### src/rtl/truth_table_sequencer_pkg.sv
// Shared types and helpers for the truth-table sequencer.
package truth_table_sequencer_pkg;

  typedef enum logic [1:0] {
    ST_IDLE   = 2'd0,
    ST_DRIVE  = 2'd1,
    ST_SAMPLE = 2'd2,
    ST_DONE   = 2'd3
  } tt_state_e;

  // Number of input vectors swept for an n_in-input function unit.
  function automatic int unsigned tt_vectors(input int unsigned n_in);
    return 32'd1 << n_in;
  endfunction

endpackage

### src/rtl/tt_settle_timer.sv
// Settle down-counter: load SETTLE-1, count down while enabled, expired at zero.
module tt_settle_timer #(
  parameter int unsigned SETTLE = 1
) (
  input  logic clk,
  input  logic reset,
  input  logic load,
  input  logic en,
  output logic expired
);

  localparam int unsigned CW = (SETTLE > 1) ? $clog2(SETTLE) : 1;
  localparam logic [CW-1:0] LOAD_VAL = CW'(SETTLE - 1);

  logic [CW-1:0] cnt_q;
  logic [CW-1:0] cnt_d;

  always_comb begin
    cnt_d = cnt_q;
    if (load) begin
      cnt_d = LOAD_VAL;
    end else if (en && (cnt_q != '0)) begin
      cnt_d = cnt_q - CW'(1);
    end
  end

  always_ff @(posedge clk) begin
    if (reset) begin
      cnt_q <= '0;
    end else begin
      cnt_q <= cnt_d;
    end
  end

  assign expired = (cnt_q == '0);

endmodule

### src/rtl/truth_table_sequencer.sv
// Sweeps every input vector of a combinational unit, captures its outputs into a
// packed truth table and compares against a golden table.
module truth_table_sequencer
  import truth_table_sequencer_pkg::*;
#(
  parameter int unsigned N_IN   = 2,
  parameter int unsigned N_OUT  = 2,
  parameter int unsigned SETTLE = 1
) (
  input  logic                       clk,
  input  logic                       reset,
  input  logic                       start,
  output logic [N_IN-1:0]            vec,
  input  logic [N_OUT-1:0]           fout,
  input  logic [N_OUT*(2**N_IN)-1:0] expected,
  output logic [N_OUT*(2**N_IN)-1:0] table_o,
  output logic                       busy,
  output logic                       done,
  output logic                       pass,
  output logic [N_IN-1:0]            fail_idx,
  output logic [N_IN:0]              err_cnt
);

  localparam int unsigned NV = tt_vectors(N_IN);

  tt_state_e                     state_q, state_d;
  logic [N_IN-1:0]               vec_q, vec_d;
  logic [N_OUT-1:0][NV-1:0]      table_q, table_d;
  logic                          busy_q, busy_d;
  logic                          done_q, done_d;
  logic                          pass_q, pass_d;
  logic [N_IN-1:0]               fail_idx_q, fail_idx_d;
  logic [N_IN:0]                 err_cnt_q, err_cnt_d;

  logic [N_OUT-1:0][NV-1:0]      exp_2d;
  logic [N_OUT-1:0][NV-1:0]      cap_2d;
  logic [N_OUT-1:0]              mis;
  logic                          timer_load;
  logic                          timer_expired;

  // Packed [o][i] view lands bit (o,i) at flat position o*2^N_IN+i.
  assign exp_2d = expected;

  for (genvar o = 0; o < N_OUT; o++) begin : g_out
    assign cap_2d[o] = (table_q[o] & ~(NV'(1) << vec_q)) | (NV'(fout[o]) << vec_q);
    assign mis[o]    = (fout[o] !== exp_2d[o][vec_q]);
  end

  tt_settle_timer #(
    .SETTLE(SETTLE)
  ) u_timer (
    .clk    (clk),
    .reset  (reset),
    .load   (timer_load),
    .en     (state_q == ST_DRIVE),
    .expired(timer_expired)
  );

  always_comb begin
    state_d    = state_q;
    vec_d      = vec_q;
    table_d    = table_q;
    busy_d     = busy_q;
    done_d     = 1'b0;
    pass_d     = pass_q;
    fail_idx_d = fail_idx_q;
    err_cnt_d  = err_cnt_q;
    timer_load = 1'b0;

    case (state_q)
      ST_IDLE: begin
        if (start) begin
          state_d    = ST_DRIVE;
          vec_d      = '0;
          table_d    = '0;
          pass_d     = 1'b0;
          fail_idx_d = '0;
          err_cnt_d  = '0;
          busy_d     = 1'b1;
          timer_load = 1'b1;
        end
      end
      ST_DRIVE: begin
        if (timer_expired) begin
          state_d = ST_SAMPLE;
        end
      end
      ST_SAMPLE: begin
        table_d = cap_2d;
        if (|mis) begin
          err_cnt_d = err_cnt_q + (N_IN+1)'(1);
          if (err_cnt_q == '0) begin
            fail_idx_d = vec_q;
          end
        end
        if (vec_q == '1) begin
          state_d = ST_DONE;
        end else begin
          vec_d      = vec_q + N_IN'(1);
          state_d    = ST_DRIVE;
          timer_load = 1'b1;
        end
      end
      ST_DONE: begin
        done_d  = 1'b1;
        busy_d  = 1'b0;
        pass_d  = (err_cnt_q == '0);
        vec_d   = '0;
        state_d = ST_IDLE;
      end
      default: state_d = ST_IDLE;
    endcase
  end

  always_ff @(posedge clk) begin
    if (reset) begin
      state_q    <= ST_IDLE;
      vec_q      <= '0;
      table_q    <= '0;
      busy_q     <= 1'b0;
      done_q     <= 1'b0;
      pass_q     <= 1'b0;
      fail_idx_q <= '0;
      err_cnt_q  <= '0;
    end else begin
      state_q    <= state_d;
      vec_q      <= vec_d;
      table_q    <= table_d;
      busy_q     <= busy_d;
      done_q     <= done_d;
      pass_q     <= pass_d;
      fail_idx_q <= fail_idx_d;
      err_cnt_q  <= err_cnt_d;
    end
  end

  assign vec      = vec_q;
  assign table_o  = table_q;
  assign busy     = busy_q;
  assign done     = done_q;
  assign pass     = pass_q;
  assign fail_idx = fail_idx_q;
  assign err_cnt  = err_cnt_q;

endmodule

### config.mk
export PLATFORM = sky130hd
export DESIGN_NAME = truth_table_sequencer
export DESIGN_NICKNAME = d
export VERILOG_FILES = /design/src/rtl/truth_table_sequencer_pkg.sv /design/src/rtl/tt_settle_timer.sv /design/src/rtl/truth_table_sequencer.sv
export SDC_FILE = /design/constraint.sdc
export NUM_CORES = 1
export LEC_CHECK = 0
export CAP_MARGIN = 10
export CORE_MARGIN = 2
export CORE_UTILIZATION = 40
export CTS_CLUSTER_SIZE = 28
export DETAILED_ROUTE_END_ITERATION = 10
export PLACE_DENSITY = 0.78
export SKIP_CTS_REPAIR_TIMING = 1
export SLEW_MARGIN = 20
export SYNTH_ARGS = -nofsm -noshare
export SYNTH_HDL_FRONTEND = slang
export SYNTH_SLANG_ARGS = --single-unit
export TNS_END_PERCENT = 50
### constraint.sdc
create_clock -name clk -period 1.7 [get_ports clk]
set_clock_uncertainty 0.05 [all_clocks]
set_input_delay 0.34 -clock clk [delete_from_list [all_inputs] [get_ports clk]]
set_output_delay 0.34 -clock clk [all_outputs]
set_load 0.02 [all_outputs]
**Yosys cells after proc, flatten, opt, wreduce, memory -nomap -nowiden**

Index checks and enable logic that the tools add are counted.

- Magnitude comparators: 1
- Shifts and indexed selects: 3
- Reduce and logical (&&, ||, !) cells: 14
- Equal/unequal tests: 11
- Multipliers: 0
- Divide/modulo/power cells: 0
- Bitwise logic cells: 5
- Multiplexer cells: 27
- Add/sub/neg operators: 3

Operator list:

| operator | count |
|---|---|
| $pmux W8 S2 | 1 |
| $mux W2 | 7 |
| $ne A2 B2 Y1 const B | 5 |
| $and A4 B4 Y4 | 2 |
| $mux W8 | 1 |
| $or A4 B4 Y4 | 2 |
| $pmux W2 S4 | 1 |
| $shl A1 B2 Y4 | 2 |
| $mux W1 | 7 |
| $eq A2 B2 Y1 const B | 3 |
| $mux W3 | 2 |
| $pmux W1 S2 | 3 |
| $pmux W2 S3 | 1 |
| $pmux W3 S2 | 1 |
| $reduce_and A2 Y1 | 3 |
| $reduce_and A3 Y1 | 2 |
| $bmux W1 S2 | 2 |
| $not A4 Y4 | 1 |
| $pmux W2 S2 | 1 |
| $reduce_and A4 Y1 | 1 |
| $reduce_bool A2 Y1 | 2 |
| $reduce_or A2 Y1 | 2 |
| $shl A1 B2 Y4 const A | 1 |
| $add A3 B1 Y3 const B | 1 |
| other kinds (9) | 10 |

- Input bits: 13
- Output and inout port bits: 18
- Latch bits: 0
- Register bits after elaboration: 21
- Bits in read-only memories: 0
- Memories: 0
- Memory bits (writable): 0

**Depth between registers and ports, before layout**

Gate-level depths: netlist (run 1).

- Word-level depth: 6
- Gate-level depth with buffers: 7
- Gate-level depth less buffers: 6

**Cells and area by module**

From an unflattened synthesis (run 1), not the netlist that was laid out.

- Cell total of the unflattened synthesis: 114
- Area total of the unflattened synthesis: 1,069.8 µm²

By module, submodules not included:

| module | instances | seq. area each (µm²) | area an instance (µm²) | cells an instance |
|---|---|---|---|---|
| truth_table_sequencer | 1 | 400.4 | 1,031.0 | 111 |
| tt_settle_timer | 1 | 20.0 | 38.8 | 3 |

**Least setup slack after synthesis (run 1)**

OpenSTA, ideal clock, no wires.

- Path kind: register -> register
- Start point: register vec_q[1] (netlist: vec[1])
- End point: register fail_idx_q[0] (netlist: fail_idx[0])
- Stages on the path, launching flop included: 7
- Path slack: -0.182 ns
- Library setup time: 0.069 ns
- Data arrival time: 1.763 ns
- Path buffers: 1
- Cell sequence: dfxtp_1 -> buf_6 -> mux2i_1 -> xnor2_2 -> o211ai_2 -> a2111o_1 -> o21ai_1

- Cells in the longest elaborated chain, start to end: 6

RTL lines:

| what | RTL line | source |
|---|---|---|
| from (decl) | truth_table_sequencer.sv:27 | `logic [N_IN-1:0] vec_q, vec_d;` |
| from (signal assigned) | truth_table_sequencer.sv:127 | `vec_q <= vec_d;` |
| $bmux W1 S2 | truth_table_sequencer.sv:46 | `assign mis[o] = (fout[o] !== exp_2d[o][vec_q]);` |
| $mux W1 (implied by the code) | truth_table_sequencer.sv:46 |  |
| $nex A1 B1 Y1 | truth_table_sequencer.sv:46 |  |
| $reduce_or A2 Y1 * | truth_table_sequencer.sv:90 | `if (\|mis) begin` |
| $ne A2 B2 Y1 (no line) * | n/a |  |
| $reduce_and A4 Y1 (no line) * | n/a |  |
| to (signal assigned) | truth_table_sequencer.sv:132 | `fail_idx_q <= fail_idx_d;` |
| to (decl) | truth_table_sequencer.sv:32 | `logic [N_IN-1:0] fail_idx_q, fail_idx_d;` |

Every way passes the cells marked *; elsewhere a longest branch is shown, timed or not. The select of a mux whose other input is x is not followed.
A chain may end at the register's enable or synchronous reset.

**Worst setup path after layout (run 1)**

- Start point: register table_q, in the netlist table_o[1]
- End point: output port table_o[1]

RTL lines:

| what | RTL line | source |
|---|---|---|
| from (decl) | truth_table_sequencer.sv:28 | `logic [N_OUT-1:0][NV-1:0] table_q, table_d;` |
| from (signal assigned) | truth_table_sequencer.sv:128 | `table_q <= table_d;` |
| to (decl) | truth_table_sequencer.sv:16 | `output logic [N_OUT*(2**N_IN)-1:0] table_o,` |

No word-level cell between the ends.

==> load_flow_metrics.sql, run 1 <==
INSERT INTO impl_metrics (metric_group, metric, value, unit) VALUES
('placed_design', 'place_worst_setup_slack', '-0.352', 'ns'),
('placed_design', 'dpl.cell_count', '190', ''),
('grt', 'first_global_vias', '1068', ''),
('timing', 'setup_viol', '0', ''),
('placed_design', 'finalWeightedCongestion', '0.779', ''),
('drt', 'dr.first_iter.drc_count', '22', ''),
('critical_path', 'timing.critical_path.buf_inv', '1', ''),
('timing', 'post-route-worst-setup-slack', '0.0541', 'ns'),
('synth', 'synth.yosys.seq_area_share', '0.374', ''),
('synth', 'syn_nets', '145', ''),
('critical_path', 'crit_fanout', '2', ''),
('synth', 'synth.cell_area', '1120', 'um2'),
('drt', 'detail_route.drc_violations', '0', ''),
('drt', 'post_drt_via_cell_ratio', '5.53', ''),
('clocking', 'htree_num_levels', '1', ''),
('grt', 'grt_first_pass_wirelength', '4690', 'um'),
('critical_path', 'critPathLaunchType', 'register', ''),
('run_status', 'outcome', 'finished clean', ''),
('timing', 'total_negative_setup_slacks', '0', 'ns'),
('placed_design', 'place_hpwl', '2100', 'um'),
('critical_path', 'crit_path_cell_trace', 'clkdlybuf4s50_1', ''),
('drt', 'vias', '1073', ''),
('timing', 'worstMarginPinSlew', '0.243', 'ns'),
('grt', 'grt_use_total', '0.186', ''),
('min_path', 'holdCritPathClass', 'reg -> reg', ''),
('grt', 'globalRoute.totalOverflow', '0', ''),
('critical_path', 'critical-path-max-stage-delay', '0.61', 'ns'),
('grt', 'maximum_number_of_pins_on_one_net_before_global_route_repair', '25', ''),
('layout', 'fillcell_total', '251', ''),
('layout', 'antenna_cells', '0', ''),
('synth', 'synth.distinct_cells', '34', ''),
('drt', 'drt_pre_antenna_iters', '4', ''),
('critical_path', 'setup.worst_path.class', 'reg -> out', ''),
('critical_path', 'worst_path_dominant_cell_family', 'buffers and inverters', ''),
('placed_design', 'io_buffer_count', '30', ''),
('synth', 'synthArstFlopShare', '0', ''),
('grt', 'antenna_found_initial', '0', ''),
('floorplan', 'dieHeight', '57.0', 'um'),
('timing', 'timing_hold_violations_final', '0', ''),
('clocking', 'clkSlewWorstSetupHoldPaths', '0.11', 'ns'),
('clocking', 'tritoncts.num_buffers', '3', ''),
('synth', 'synth_edf_count', '0', ''),
('pwr', 'power_leakage', '0.784', 'nW'),
('floorplan', 'die_x', '57.0', 'um'),
('clocking', 'tritoncts', 'done', ''),
('synth', 'synth.ff_latch_count', '21', ''),
('critical_path', 'crit_path_slowest_cell', 'clkdlybuf4s50_1', ''),
('flow_run', 'cap_viol_max_count', '0', ''),
('timing', 'final_clock_period_utilization_by_the_worst_path', '0.968', ''),
('synth', 'ys.warnings.count', '0', ''),
('critical_path', 'worst_ep_arrival_time', '1.26', 'ns'),
('drt', 'drt.antenna.violating_nets', '0', ''),
('timing', 'slew_headroom', '0.833', ''),
('synth', 'synth.avg_cell_area', '8.93', 'um2'),
('synth', 'synth_top_flop_cell', 'dfxtp_1', ''),
('drt', 'postRouteWirelength', '2780', 'um'),
('floorplan', 'row_count', '19', ''),
('layout', 'seqCellArea', '425', 'um2'),
('floorplan', 'fp.coreArea', '2710', 'um2'),
('floorplan', 'die_area', '3250', 'um2'),
('layout', 'total_area_of_multi_input_combinational_cells', '638', 'um2'),
('timing', 'max_clock_freq', '608', 'MHz'),
('clocking', 'insertion_delay', '0.31', 'ns'),
('synth', 'synthesis.instances', '126', ''),
('floorplan', 'initial_core_util', '0.415', ''),
('clocking', 'clk_path_buf_depth', '2', ''),
('timing', 'min_clock_period_post_route', '1.65', 'ns'),
('critical_path', 'critPathCaptureType', 'output port', ''),
('drt', 'wl_per_cell', '14.3', 'um'),
('layout', 'flow.area_growth_from_synthesis', '38.0', '%'),
('clocking', 'clock_tree.root_cell', 'clkbuf_4', ''),
('layout', 'final_layout_size_suffix_gt1_frac', '0.135', ''),
('timing', 'rsz0062_at_grt', 'no', ''),
('pwr', 'ir_worst_vdd', '0.498', 'mV'),
('floorplan', 'num_io_pins', '31', ''),
('layout', 'final_net_count', '183', ''),
('timing', 'final_max_slew_viol_count', '0', ''),
('pwr', 'cellPowerDensity', '590', 'nW/um2'),
('clocking', 'clkSinkCount', '21', ''),
('critical_path', 'critical_path_required_time', '1.31', 'ns'),
('layout', 'layout.cells.non_filler', '194', '');
## logic make-up after synthesis
group / count (synthesis) / share of synthesized area
AND/OR/NAND/NOR: 44 / 0.207
AO/OA/AOI/OAI: 32 / 0.188
flip-flops: 21 / 0.374
buffers and inverters: 12 / 0.0656
multiplexers: 6 / 0.0534
adder cells (fa/ha/maj): 6 / 0.0667
XOR/XNOR: 5 / 0.0456
## cell usage in the layout (no fill, tap or decap), types with 2 or more instances in the layout
master | netlist | routed
a21oi_1 | 13 | 13
a22oi_1 | 4 | 4
a32oi_1 | 4 | 4
buf_4 | 1 | 10
clkbuf_4 | 0 | 3
clkdlybuf4s50_1 | 0 | 18
dfxtp_1 | 21 | 19
dlymetal6s2s_1 | 0 | 12
ha_1 | 6 | 6
inv_1 | 5 | 5
mux2i_1 | 6 | 5
nand2_1 | 4 | 4
nand3_1 | 2 | 2
nand3b_1 | 3 | 3
nand4_1 | 4 | 4
nor2_1 | 19 | 19
nor2b_1 | 2 | 2
nor3b_1 | 4 | 4
o21ai_0 | 4 | 3
xnor2_1 | 4 | 4
## synthesized netlist by cell type (all sizes together), types with 5 or more instances
master / number / area share
dfxtp: 21 / 0.37
xnor2: 5 / 0.046
inv: 5 / 0.017
mux2i: 6 / 0.053
ha: 6 / 0.067
a21oi: 13 / 0.058
o21ai: 5 / 0.022
nor2: 19 / 0.063
## registers in the layout, summed over array words and instances, names as in the netlist
| register | cells |
|---|---|
| table_o | 8 |
| err_cnt | 3 |
| fail_idx | 2 |
| state_q | 2 |
| vec | 2 |
| busy | 1 |
| done | 1 |
| pass | 1 |
| u_timer.cnt_q | 1 |
## power breakdown
part | internal, W | switching (W)
combinational | 0.0000797 | 0.0000840
clock | 0.0000916 | 0.000153
sequential | 0.000499 | 0.00000911
total | 0.000671 | 0.000246
## per-layer routing
metal  global-route usage  vias up  share of wire
met2                0.307       33           0.50
li1                     -      526              -
met4                0.103        0          0.027
met5                    0        -              0
met1                0.227      506           0.42
met3               0.0363        8          0.055
## layout make-up
| class | count | share of cell area |
|---|---|---|
| inverter | 5 | 0.0121 |
| tap | 31 | 0.0250 |
| multi-input combinational | 93 | 0.411 |
| clock buffer | 4 | 0.0169 |
| timing repair buffer | 40 | 0.261 |
| sequential | 21 | 0.274 |
## path summary, 6_finish.rpt
| kind | startpoint | slack (ns) | cells after the start | to |
|---|---|---|---|---|
| worst max-delay path | table_o[1]$_SDFFE_PP0P_ | 0.05 | 1 | table_o[1] |
| worst min-delay path | table_o[3]$_SDFFE_PP0P_ | 0.42 | 2 | table_o[3]$_SDFFE_PP0P_ |
| worst max register to register | vec[1]$_SDFFE_PP0P_ | 0.09 | 5 | fail_idx[0]$_SDFFE_PP0P_ |
| worst min register to register | table_o[3]$_SDFFE_PP0P_ | 0.42 | 2 | table_o[3]$_SDFFE_PP0P_ |
## worst reg2reg max path, delay by kind of cell (launching register included)
family | cells | cell delay (ns)
compound gates | 3 | 0.66
xor+xnor | 1 | 0.19
flops | 1 | 0.41
mux | 1 | 0.25
## stage by stage
stage	hold WS, ns	area [um2]	util	total power (W)
3_5_place_dp	0.406	1490	0.549	0.000680
3_3_place_gp	0.398	1490	0.549	0.000673
2_1_floorplan	0.420	1130	-	0.000607
6_report	0.418	1550	0.573	0.000917
5_1_grt	0.435	1550	0.573	0.000966
4_1_cts	0.422	1510	0.559	0.000919
Note: power is estimated with default switching activity, not from simulation.
==> run 2: changes to the inputs <==
GPL_TIMING_DRIVEN = 0   (was not set)
PLACE_DENSITY = 0.75   (was 0.78)
TNS_END_PERCENT = 1   (was 50)
clock period = 2.1 ns   (was 1.7 ns; I/O delays follow)
==> load_flow_metrics.sql, run 2 (synthesis gave the netlist of run 1 again) <==
INSERT INTO impl_metrics (metric_group, metric, value, unit) VALUES
('drt', 'drt.antenna.violating_nets', '0', ''),
('floorplan', 'fp.coreArea', '2710', 'um2'),
('grt', 'met1_grt_util', '0.221', ''),
('grt', 'first_global_vias', '979', ''),
('placed_design', 'io_buffer_count', '30', ''),
('critical_path', 'r2r_setup_slack', '0.13', 'ns'),
('critical_path', 'timing.critical_path.from', 'vec[1]$_SDFFE_PP0P_', ''),
('placed_design', 'dpl_cell_area', '1460', 'um2'),
('pwr', 'net-switching-power', '0.000201', 'W'),
('pwr', 'netSwitchingFraction', '0.272', ''),
('critical_path', 'critical-path-max-stage-delay', '0.68', 'ns'),
('layout', 'final_layout_size_suffix_gt1_frac', '0.0875', ''),
('timing', 'max_clock_freq', '496', 'MHz'),
('floorplan', 'dieHeight', '57.0', 'um'),
('floorplan', 'num_io_pins', '31', ''),
('layout', 'fillcell_total', '263', ''),
('floorplan', 'die_area', '3250', 'um2'),
('clocking', 'clk_path_buf_depth', '2', ''),
('pwr', 'overall_power', '0.000738', 'W'),
('placed_design', 'finalWeightedCongestion', '0.739', ''),
('timing', 'fin_hold_ws', '0.418', 'ns'),
('grt', 'grt_first_pass_wirelength', '4350', 'um'),
('timing', 'setup_viol', '0', ''),
('pwr', 'power.sequential.fraction', '0.556', ''),
('critical_path', 'r2r-end', 'fail_idx[0]$_SDFFE_PP0P_', ''),
('timing', 'post-route-worst-setup-slack', '0.0831', 'ns'),
('clocking', 'clkSlewWorstSetupHoldPaths', '0.12', 'ns'),
('critical_path', 'crit_fanout', '7', ''),
('drt', 'detail_route.drc_violations', '0', ''),
('pwr', 'pwr-share-comb', '0.174', ''),
('grt', 'antenna_found_initial', '0', ''),
('critical_path', 'crit_path_cell_trace', 'clkdlybuf4s50_1', ''),
('clocking', 'htree_num_levels', '1', ''),
('drt', 'postRouteWirelength', '2570', 'um'),
('layout', 'finalInstanceArea', '1500', 'um2'),
('grt', 'busiest_layer', 'met2', ''),
('grt', 'grt_use_total', '0.168', ''),
('run_status', 'outcome', 'finished clean', ''),
('pwr', 'cellPowerDensity', '493', 'nW/um2'),
('min_path', 'holdCritPathClass', 'reg -> reg', ''),
('clocking', 'insertion_delay', '0.31', 'ns'),
('layout', 'seqCellArea', '420', 'um2'),
('layout', 'highest_count_cells_in_the_layout_ignoring_fill_and_taps', 'clkdlybuf4s50_1, dfxtp_1, nor2_1', ''),
('timing', 'final_clock_period_utilization_by_the_worst_path', '0.960', ''),
('grt', 'maximum_number_of_pins_on_one_net_before_global_route_repair', '13', ''),
('layout', 'total_area_of_multi_input_combinational_cells', '636', 'um2'),
('layout', 'final_net_count', '180', ''),
('drt', 'vias', '1024', ''),
('timing', 'min_clock_period_post_route', '2.02', 'ns'),
('clocking', 'clock_tree.root_cell', 'clkbuf_4', ''),
('floorplan', 'die_x', '57.0', 'um'),
('grt', 'groute.layer.met3.usage', '0.0204', ''),
('drt', 'drt_pre_antenna_iters', '4', ''),
('flow_run', 'cap_viol_max_count', '0', ''),
('critical_path', 'worst_ep_arrival_time', '1.55', 'ns'),
('critical_path', 'worst_path_dominant_cell_family', 'buffers and inverters', ''),
('placed_design', 'place_worst_setup_slack', '-0.253', 'ns'),
('grt', 'globalRoute.totalOverflow', '0', ''),
('critical_path', 'timing.critical_path.buf_inv', '1', ''),
('critical_path', 'crit_path_slowest_cell', 'clkdlybuf4s50_1', ''),
('clocking', 'tritoncts', 'done', ''),
('layout', 'antenna_cells', '0', ''),
('critical_path', 'setup.worst_path.class', 'reg -> out', ''),
('timing', 'slew_headroom', '0.662', ''),
('layout', 'largest_register_ffs', '8', ''),
('critical_path', 'critPathLaunchType', 'register', ''),
('timing', 'worstMarginPinSlew', '0.505', 'ns'),
('critical_path', 'critical_path_required_time', '1.63', 'ns'),
('drt', 'dr.first_iter.drc_count', '11', ''),
('pwr', 'power_leakage', '0.542', 'nW'),
('placed_design', 'place_hpwl', '1910', 'um'),
('drt', 'wl_per_cell', '13.5', 'um'),
('floorplan', 'row_count', '19', ''),
('pwr', 'ir_worst_vdd', '0.367', 'mV'),
('floorplan', 'initial_core_util', '0.415', ''),
('min_path', 'min_to', 'table_o[7]$_SDFFE_PP0P_', ''),
('timing', 'final_max_slew_viol_count', '0', ''),
('drt', 'post_drt_via_cell_ratio', '5.36', ''),
('layout', 'flow.area_growth_from_synthesis', '33.0', '%'),
('timing', 'rsz0062_at_grt', 'no', ''),
('critical_path', 'critPathCaptureType', 'output port', ''),
('min_path', 'timing.hold.worst_path_depth', '2', ''),
('min_path', 'timing.hold.worst.start', 'table_o[7]$_SDFFE_PP0P_', ''),
('clocking', 'clkSinkCount', '21', ''),
('grt', 'grt_util_met2', '0.291', ''),
('timing', 'timing_hold_violations_final', '0', ''),
('layout', 'mostFrequentLayoutCell', 'clkdlybuf4s50_1', ''),
('clocking', 'tritoncts.num_buffers', '3', ''),
('pwr', 'cell_internal_pwr', '0.000538', 'W'),
('critical_path', 'rr_startpoint', 'vec[1]$_SDFFE_PP0P_', ''),
('critical_path', 'worst-r2r-cell-count', '6', ''),
('pwr', 'power.share.clock', '0.270', '');
## run 2: cell count changes in the layout (fill, tap and decap cells not counted), sizes merged
| cell | change |
|---|---|
| clkdlybuf4s50 | +12 |
| dlymetal6s2s | -12 |
| clkinv | +1 |
| clkbuf | +3 |
| buf | -7 |
## run 2: power by group through the flow
stage	logic, W	registers [W]	clock network, W
finish	0.000128	0.000410	0.000200
CTS	0.000127	0.000410	0.000210
global placement	0.000123	0.000419	0
floorplan	0.0000681	0.000425	0
global route	0.000141	0.000412	0.000228
detailed placement	0.000127	0.000419	0
## run 2: how the worst max path moves through the flow
stage	cells after the start	endpoint	slack (ns)
finish	1	vec[1]	0.08
global route	6	fail_idx[0]$_SDFFE_PP0P_	0.04
CTS	5	table_o[5]$_SDFFE_PP0P_	0.07
floorplan	6	fail_idx[0]$_SDFFE_PP0P_	0.22
detailed placement	5	table_o[5]$_SDFFE_PP0P_	-0.25
global placement	5	table_o[4]$_SDFFE_PP0P_	-0.23
## run 2: metal layers
metal	wire length [um]	up-vias
met1	1160	480
li1	-	521
met5	0	-
met3	94	3
met4	23	0
met2	1290	20
## run 2: through the flow
step / TNS [ns] / instances / util
global placement: -1.56 / 187 / 0.540
CTS: 0 / 191 / 0.550
detailed placement: -1.86 / 187 / 0.540
floorplan: 0 / 126 / -
global route: 0 / 191 / 0.552
finish: 0 / 191 / 0.552
## run 2: cell type report
cell class                      instances  share of cell area
Multi-Input combinational cell         93               0.425
Timing Repair Buffer                   30               0.201
Clock buffer                            3              0.0151
Clock inverter                          1             0.00334
Inverter                                5              0.0125
Sequential cell                        21               0.281
Buffer                                  7              0.0368
Tap cell                               31              0.0259
## run 2: worst register-to-register path, cell delays in order, from the launching register on
cell	delay, ns
dfxtp_1	0.56
buf_6	0.20
mux2i_1	0.28
xnor2_2	0.16
o211ai_2	0.14
a2111o_1	0.44
o21ai_1	0.08
